`config.mk`:
```
export PLATFORM = sky130hd
export DESIGN_NAME = afifo_unpack_rd_flat
export DESIGN_NICKNAME = d
export VERILOG_FILES = /design/src/rtl/afifo_unpack_rd_if.sv /design/src/rtl/afifo_unpack_rd.sv /design/src/flat_wrapper.sv
export SDC_FILE = /design/constraint.sdc
export NUM_CORES = 1
export LEC_CHECK = 0
export ABC_AREA = 1
export CORE_MARGIN = 3
export CORE_UTILIZATION = 30
export CTS_CLUSTER_DIAMETER = 40
export DETAILED_ROUTE_END_ITERATION = 7
export PLACE_DENSITY = 0.55
export SLEW_MARGIN = 40
export SYNTH_ARGS = -nofsm -noshare
export SYNTH_HDL_FRONTEND = slang
export SYNTH_SLANG_ARGS = --single-unit
```
`constraint.sdc`:
```
create_clock -name rclk -period 1.7 [get_ports rclk]
set_input_delay 0.34 -clock rclk [delete_from_list [all_inputs] [get_ports rclk]]
set_output_delay 0.34 -clock rclk [all_outputs]
set_load 0.02 [all_outputs]
```
`src/rtl/afifo_unpack_rd_if.sv`:
```
// Bus bundle for the read-side unpacker: FIFO read port, byte stream and status.
interface afifo_unpack_rd_if #(
  parameter int dsize = 8,
  parameter int cntw  = 16
);
  logic                 en;
  logic                 rdready;
  logic                 rempty;
  logic [4*dsize-1:0]   rdata;
  logic                 rden;
  logic [dsize-1:0]     tx_data;
  logic                 tx_valid;
  logic                 tx_ready;
  logic                 tx_last;
  logic                 busy;
  logic [cntw-1:0]      words_rd;

  // Unpacker side
  modport master (
    input  en, rdready, rempty, rdata, tx_ready,
    output rden, tx_data, tx_valid, tx_last, busy, words_rd
  );

  // Environment side (FIFO + byte sink)
  modport slave (
    output en, rdready, rempty, rdata, tx_ready,
    input  rden, tx_data, tx_valid, tx_last, busy, words_rd
  );
endinterface

```
`src/rtl/afifo_unpack_rd.sv`:
```
// Read-side unpacker: pops 32-bit words from the byte FIFO and streams
// them out MSB-first as dsize-bit bytes, with a one-word prefetch slot.
module afifo_unpack_rd #(
  parameter int dsize = 8,
  parameter int cntw  = 16
) (
  input  logic               rclk,
  input  logic               rrstn,
  afifo_unpack_rd_if.master  bus
);

  typedef enum logic {EMPTY, STREAM} state_t;

  state_t             state;
  logic [4*dsize-1:0] cur;
  logic [4*dsize-1:0] nxt;
  logic               nxt_v;
  logic [1:0]         idx;
  logic [cntw-1:0]    words_rd;
  logic [dsize-1:0]   byte_sel;
  logic               rden;
  logic               xfer;
  logic               last_xfer;

  // Pop only when the prefetch slot is free; gated by reset so nothing is
  // popped (and lost) while the block is held in reset.
  assign rden      = rrstn & bus.en & bus.rdready & ~bus.rempty & ~nxt_v;
  assign xfer      = (state == STREAM) & bus.tx_ready;
  assign last_xfer = xfer & (idx == 2'd3);

  // Select the current byte, oldest byte in the top lane.
  always_comb begin
    byte_sel = '0;
    case (idx)
      2'd0: byte_sel = cur[4*dsize-1:3*dsize];
      2'd1: byte_sel = cur[3*dsize-1:2*dsize];
      2'd2: byte_sel = cur[2*dsize-1:dsize];
      2'd3: byte_sel = cur[dsize-1:0];
      default: byte_sel = '0;
    endcase
  end

  // Word capture, byte sequencing and pop counting.
  always_ff @(posedge rclk or negedge rrstn) begin
    if (!rrstn) begin
      state    <= EMPTY;
      cur      <= '0;
      nxt      <= '0;
      nxt_v    <= 1'b0;
      idx      <= '0;
      words_rd <= '0;
    end else begin
      if (rden) words_rd <= words_rd + cntw'(1);
      case (state)
        EMPTY: begin
          if (rden) begin
            cur   <= rdata_in();
            idx   <= '0;
            state <= STREAM;
          end
        end
        STREAM: begin
          // A pop while the current word is still busy lands in the prefetch
          // slot; when the last byte leaves this cycle it goes straight to cur.
          if (rden && !last_xfer) begin
            nxt   <= rdata_in();
            nxt_v <= 1'b1;
          end
          if (xfer) begin
            if (idx != 2'd3) begin
              idx <= idx + 2'd1;
            end else if (nxt_v) begin
              cur   <= nxt;
              nxt_v <= 1'b0;
              idx   <= '0;
            end else if (rden) begin
              cur <= rdata_in();
              idx <= '0;
            end else begin
              state <= EMPTY;
            end
          end
        end
        default: state <= EMPTY;
      endcase
    end
  end

  function automatic logic [4*dsize-1:0] rdata_in();
    return bus.rdata;
  endfunction

  assign bus.rden     = rden;
  assign bus.tx_valid = (state == STREAM);
  assign bus.tx_data  = byte_sel;
  assign bus.tx_last  = (state == STREAM) && (idx == 2'd3);
  assign bus.busy     = (state == STREAM) | nxt_v;
  assign bus.words_rd = words_rd;

endmodule

```
`src/flat_wrapper.sv`:
```
// flat-port wrapper written by rule: the top's interface ports become plain ports
module afifo_unpack_rd_flat 
#(
  parameter int dsize = 8,
  parameter int cntw  = 16
)
  (rclk, rrstn, bus_en, bus_rdready, bus_rempty, bus_rdata, bus_tx_ready, bus_rden, bus_tx_data, bus_tx_valid, bus_tx_last, bus_busy, bus_words_rd);
  afifo_unpack_rd_if #(.dsize(dsize), .cntw(cntw)) bus_i ();
  input  logic rclk;
  input  logic rrstn;
  input wire logic [$bits(bus_i.en)-1:0] bus_en;
  input wire logic [$bits(bus_i.rdready)-1:0] bus_rdready;
  input wire logic [$bits(bus_i.rempty)-1:0] bus_rempty;
  input wire logic [$bits(bus_i.rdata)-1:0] bus_rdata;
  input wire logic [$bits(bus_i.tx_ready)-1:0] bus_tx_ready;
  output wire logic [$bits(bus_i.rden)-1:0] bus_rden;
  output wire logic [$bits(bus_i.tx_data)-1:0] bus_tx_data;
  output wire logic [$bits(bus_i.tx_valid)-1:0] bus_tx_valid;
  output wire logic [$bits(bus_i.tx_last)-1:0] bus_tx_last;
  output wire logic [$bits(bus_i.busy)-1:0] bus_busy;
  output wire logic [$bits(bus_i.words_rd)-1:0] bus_words_rd;
  assign bus_i.en = bus_en;
  assign bus_i.rdready = bus_rdready;
  assign bus_i.rempty = bus_rempty;
  assign bus_i.rdata = bus_rdata;
  assign bus_i.tx_ready = bus_tx_ready;
  assign bus_rden = bus_i.rden;
  assign bus_tx_data = bus_i.tx_data;
  assign bus_tx_valid = bus_i.tx_valid;
  assign bus_tx_last = bus_i.tx_last;
  assign bus_busy = bus_i.busy;
  assign bus_words_rd = bus_i.words_rd;
  afifo_unpack_rd #(.dsize(dsize), .cntw(cntw)) u_core (.rclk(rclk), .rrstn(rrstn), .bus(bus_i));
endmodule
```
# Word level (Yosys, flattened, before mapping)
# Index checks and enable logic that the tools add are counted.
# Widths: inputs -> output; s select.
[word_totals] register_bits=84 latchBits=0 mem_bits_rw=0 romBits=0 input_bits=38 out_inout_bits=28 word_cells=50 mem_count=0
[classes] addsub=2 mul=0 div=0 n_lt_le_gt_ge=0 eq_ne=6 n_shift=0 mux=20 bitwise_logic=10 n_reduce_logical=6
[ops] cell="$mux 32" n=4
[ops] cell="$pmux 32 s2" n=1
[ops] cell="$pmux 8 s4" n=1
[ops] cell="$add 16x1->16 const B" n=1
[ops] cell="$mux 1" n=8
[ops] cell="$mux 2" n=4
[ops] cell="$and 1x1->1" n=6
[ops] cell="$ne 2x2->1 const B" n=3
[ops] cell="$eq 2x2->1 const B" n=2
[ops] cell="$pmux 2 s2" n=1
[ops] cell="$reduce_and 2->1" n=2
[ops] cell="$not 1->1" n=3
[ops] cell="$add 2x1->2 const B" n=1
[ops] cell="$eq 2x1->1 const B" n=1
[ops] cell="$logic_and 1x1->1" n=2
[ops] cell="$logic_not 2->1" n=1
[ops] cell="$pmux 1 s2" n=1
[ops] cell="$logic_not 1->1" n=1
[ops] cell="$or 1x1->1" n=1

# Logic depth before layout (Yosys ltp)
[logic_depth] ltp_word=9 depth_mapped=10 depth_no_buf=9

# Worst setup path before layout
# No wires, ideal clock.
[synth_path] path_kind="reg2out" from="register u_core.idx[0]" to="output bus_tx_data[2]" arrival_ps=1497 required_time_ps=1360 path_slack_ps=-137 stages_incl_launch_ff=7 n_path_buf=2 cell_sequence="dfrtp_1 inv_1 ha_1 clkbuf_1 buf_2 a21oi_1 a32oi_1"
[synth_between] elab_chain_cells=2 elab_cells_between_ends=5 cone_classes="eq/ne (3); mux (1); reduce/logical (1)"
[synth_rtl] item="start, declared" line_no="afifo_unpack_rd.sv:18" text="logic [1:0] idx;"
[synth_rtl] item="start signal, assigned" line_no="afifo_unpack_rd.sv:71" text="idx <= idx + 2'd1;"
[synth_rtl] item="$eq 2x2->1 (tied with other cells)" line_no="afifo_unpack_rd.sv:34" text="case (idx)"
[synth_rtl] item="$pmux 8 s4 *" line_no="afifo_unpack_rd.sv:34"
[synth_rtl] item="end, declared" line_no="flat_wrapper.sv:17" text="output wire logic [$bits(bus_i.tx_data)-1:0] bus_tx_data;"
# Mark *: on every way between the ends. The rest lies on a longest branch, timed or not.

# Worst setup path after layout
[layout_path] from="register u_core.idx[0]" to="output bus_tx_data[4]"
# The elaborated chain is that of the path after synthesis.

==> impl_metrics.prom <==
# TYPE chip_impl_metric gauge
chip_impl_metric{name="dieWidth",unit="µm"} 128
chip_impl_metric{name="drtIter0Drc",unit=""} 250
chip_impl_metric{name="remaining_overflow_grt",unit=""} 0
chip_impl_info{name="status",value="complete, but fails checks"} 1
chip_impl_metric{name="core_area",unit="µm²"} 14600
chip_impl_metric{name="cts-buffers-inserted",unit=""} 9
chip_impl_info{name="failed_checks",value="setup timing"} 1
chip_impl_metric{name="crit_arrival",unit="ns"} 1.61
chip_impl_metric{name="level_count_of_the_clock_h_tree",unit=""} 3
chip_impl_metric{name="antenna_found_initial",unit=""} 0
chip_impl_metric{name="worstMarginPinSlew",unit="ns"} 0.630
chip_impl_metric{name="setup_slack",unit="ns"} -0.251
chip_impl_metric{name="detailedPlacementHpwl",unit="µm"} 8540
chip_impl_metric{name="layout_worst_path_cycle_share",unit="%"} 115
chip_impl_metric{name="wl_per_cell",unit="µm"} 14.7
chip_impl_metric{name="number_of_global_route_vias_before_repair",unit=""} 4024
chip_impl_metric{name="crit_fanout",unit=""} 8
chip_impl_metric{name="num_rows",unit=""} 44
chip_impl_metric{name="gpl.final_weighted_congestion",unit=""} 0.844
chip_impl_metric{name="track_usage",unit="%"} 16.0
chip_impl_metric{name="hold_ws",unit="ns"} 0.240
chip_impl_info{name="clock-root-buffer",value="sky130_fd_sc_hd__clkbuf_16"} 1
chip_impl_metric{name="min_period",unit="ns"} 1.95
chip_impl_metric{name="finalCoreUtilization",unit="%"} 41.7
chip_impl_metric{name="cts.path.max_buffers",unit=""} 2
chip_impl_metric{name="max-cap-violations",unit=""} 0
chip_impl_metric{name="cts.sink_count",unit=""} 84
chip_impl_info{name="startpoint_type",value="flip-flop"} 1
chip_impl_metric{name="syn_inst",unit=""} 606
chip_impl_metric{name="critical-path-max-stage-delay",unit="ns"} 0.38
chip_impl_metric{name="layout-drive-gt1-share",unit="%"} 13.4
chip_impl_metric{name="dieHeight",unit="µm"} 128
chip_impl_metric{name="synth.ff_latch_count",unit=""} 84
chip_impl_metric{name="critPathBufInv",unit=""} 2
chip_impl_metric{name="ys_seq_area_share",unit="%"} 46.7
chip_impl_metric{name="vdd.ir_drop.worst",unit="mV"} 0.674
chip_impl_metric{name="multi_input_comb_area",unit="µm²"} 2030
chip_impl_metric{name="number_of_fillers_in_the_final_layout",unit=""} 1436
chip_impl_metric{name="syn_to_layout_area_delta",unit="%"} 35.4
chip_impl_metric{name="pin_count",unit=""} 66
chip_impl_metric{name="ys_types",unit=""} 27
chip_impl_info{name="worstPathCellList",value="buf_4, ha_4, nand2_1, a32oi_1, buf_4"} 1
chip_impl_info{name="critical-path-top-cell-by-count",value="sky130_fd_sc_hd__buf_4"} 1
chip_impl_metric{name="clock.fmax",unit="GHz"} 0.513
chip_impl_metric{name="drt_drc_violations_left",unit=""} 0
chip_impl_info{name="clock_tree_from_tritoncts",value="done"} 1
chip_impl_metric{name="floorplan.die_area",unit="µm²"} 16500
chip_impl_metric{name="firstDrtPassIters",unit=""} 4
chip_impl_metric{name="mappedNetlistNets",unit=""} 649
chip_impl_metric{name="detail-route-antenna-nets",unit=""} 0
chip_impl_info{name="endpoint_kind",value="primary output"} 1
chip_impl_metric{name="layout.nets",unit=""} 732
chip_impl_metric{name="routed_vias",unit=""} 4026
chip_impl_info{name="hold_path_class",value="primary input to asynchronous set/reset pin"} 1
chip_impl_metric{name="final.setup_skew",unit="ns"} 0.00722
chip_impl_info{name="critical-path-top-delay-family",value="flip-flops"} 1
chip_impl_info{name="grt_setup_unrepaired",value="true"} 1
chip_impl_metric{name="avgViaCountPerCell",unit=""} 4.59
chip_impl_metric{name="leakagePower",unit="nW"} 3.19
chip_impl_metric{name="cp_data_required_time",unit="ns"} 1.36
chip_impl_metric{name="starting_utilization_of_the_core_area",unit="%"} 30.8
chip_impl_metric{name="drt-total-wl",unit="µm"} 12900
chip_impl_metric{name="seqCellArea",unit="µm²"} 2100
chip_impl_metric{name="grt_pass1_wl",unit="µm"} 20800
chip_impl_metric{name="cts.clk_slew.worst_paths",unit="ns"} 0.06
chip_impl_metric{name="finalHoldViolations",unit=""} 0
chip_impl_metric{name="slew_headroom",unit="%"} 58.0
chip_impl_metric{name="buffer_ports.inserted",unit=""} 65
chip_impl_metric{name="synth_area_per_cell",unit="µm²"} 7.42
chip_impl_metric{name="final_setup_fails",unit=""} 42
chip_impl_info{name="timing.setup.critical_path_class",value="flip-flop to primary output"} 1
chip_impl_metric{name="yosysWarnings",unit=""} 0
chip_impl_metric{name="timing.final.max_slew_violations",unit=""} 0
chip_impl_metric{name="clock_latency",unit="ns"} 0.34
chip_impl_metric{name="antennaDiodeCount",unit=""} 0
chip_impl_info{name="cell_with_the_biggest_individual_delay_on_the_critical_path",value="sky130_fd_sc_hd__dfrtp_1"} 1
chip_impl_metric{name="maximum_number_of_pins_on_one_net_before_global_route_repair",unit=""} 48
chip_impl_metric{name="cellPowerDensity",unit="nW/µm²"} 1640
chip_impl_metric{name="syn_area",unit="µm²"} 4500
Yosys cell counts, drive strengths merged:
cell type,n,share of area [%]
nand4,6,0.83
o21bai,32,5.3
xor2,2,0.39
nand3b,1,0.17
a32oi,8,1.6
a21oi,8,0.89
clkbuf,2,0.17
inv,88,7.3
nand2,242,21
xnor2,5,0.97
ha,5,1.4
or2,1,0.19
dfrtp,84,47
buf,26,3.6
nand3,41,4.6
nor3,2,0.47
o21ai,5,0.64
nor2,48,4.2
metrics by stage:
stage          TNS [ns]  worst slack (ns)  cell area (µm²)  std cells  total power [mW]
3_3_place_gp     -26.61            -0.498             5480        853              7.26
2_1_floorplan         0            0.0174             4520        606              5.79
3_5_place_dp     -28.32            -0.522             5480        853              7.37
5_1_grt          -11.22            -0.337             6090        878              10.7
6_report          -4.21            -0.251             6090        878              9.99
4_1_cts           -4.09            -0.252             6030        875              10.0
tightest hold or removal path, delay by kind of cell:
| kind | cells | cell delay [ns] |
|---|---|---|
| buffers and inverters | 3 | 0.69 |
final timing paths:
path                                      from  cells after the start  slack, ns             end
worst max-delay path             u_core.idx[0]                      5      -0.25  bus_tx_data[4]
worst min-delay path                     rrstn                      3       0.24  u_core.nxt[30]
worst max register to register   u_core.idx[0]                     12      -0.10  u_core.cur[27]
worst min register to register  u_core.nxt[30]                      2       0.47  u_core.nxt[30]
max in group asynchronous                rrstn                      3       0.95    u_core.nxt_v
min in group rclk               u_core.nxt[30]                      2       0.47  u_core.nxt[30]
cells in the final DEF (no fill, tap or decap), types with 2 or more instances in the layout:
master,count
sky130_fd_sc_hd__nor2_1,47
sky130_fd_sc_hd__clkdlybuf4s50_1,37
sky130_fd_sc_hd__bufinv_16,3
sky130_fd_sc_hd__o21bai_1,32
sky130_fd_sc_hd__buf_4,32
sky130_fd_sc_hd__inv_2,3
sky130_fd_sc_hd__a21oi_2,4
sky130_fd_sc_hd__inv_1,85
sky130_fd_sc_hd__ha_4,4
sky130_fd_sc_hd__buf_16,3
sky130_fd_sc_hd__a32oi_1,3
sky130_fd_sc_hd__nand4_1,6
sky130_fd_sc_hd__a21oi_1,3
sky130_fd_sc_hd__a32oi_2,5
sky130_fd_sc_hd__nand2_2,5
sky130_fd_sc_hd__nand2_1,235
sky130_fd_sc_hd__buf_6,2
sky130_fd_sc_hd__xor2_1,2
sky130_fd_sc_hd__nand3_1,41
sky130_fd_sc_hd__dfrtp_2,2
sky130_fd_sc_hd__clkbuf_8,2
sky130_fd_sc_hd__xnor2_1,5
sky130_fd_sc_hd__dlygate4sd2_1,15
sky130_fd_sc_hd__o21ai_0,2
sky130_fd_sc_hd__dfrtp_1,82
sky130_fd_sc_hd__buf_12,7
sky130_fd_sc_hd__clkbuf_16,10
sky130_fd_sc_hd__o21ai_2,2
kinds of logic (layout without fill, tap and decap cells):
logic type                 after synthesis  in the layout  share of synthesized area, %
xor gates and xnor gates                 7              7                          1.36
adders and majority gates                5              5                          1.39
and+or+nand+nor                        341            341                          30.9
AOI/OAI and AO/OA                       53             53                          8.43
DFF                                     84             84                          46.7
buffers and inverters                  116            204                          11.1
registers in the layout, indices dropped and copies added, names as in the netlist:
signal and count:
u_core.nxt_v 1, u_core.nxt 32, u_core.bus.words_rd 16, u_core.bus.tx_valid 1, u_core.idx 2, u_core.cur 32
routing by layer:
metal	GRT usage (%)	routed length [µm]	vias up
met5	0	0	-
met1	21.3	5960	1903
met2	26.1	6180	82
met3	3.36	548	18
li1	-	-	2023
met4	4.74	234	0
area by class of cell:
| class | count | area share, % |
|---|---|---|
| sequential | 84 | 34.6 |
| multi-input combinational | 406 | 33.4 |
| timing repair buffer | 100 | 17.1 |
| inverter | 88 | 5.42 |
| clock buffer | 12 | 4.21 |
| tap | 184 | 3.78 |
| clock inverter | 4 | 1.56 |
report_power, final:
| part | internal (mW) | leakage [nW] | switching [mW] | total, mW |
|---|---|---|---|---|
| clock network | 1.51 | 0.173 | 0.811 | 2.33 |
| registers | 2.79 | 0.993 | 0.498 | 3.29 |
| logic | 1.91 | 2.02 | 2.47 | 4.38 |
what timing repair did:
item,in CTS,in global routing
hold endpoints to repair,0,0
resized for setup,103,6
pin swaps,3,2
cloned,3,1
setup buffers,3,2
hold buffers,0,0
endpoints found under the setup margin,94,78
(Power assumes the default switching activity.)
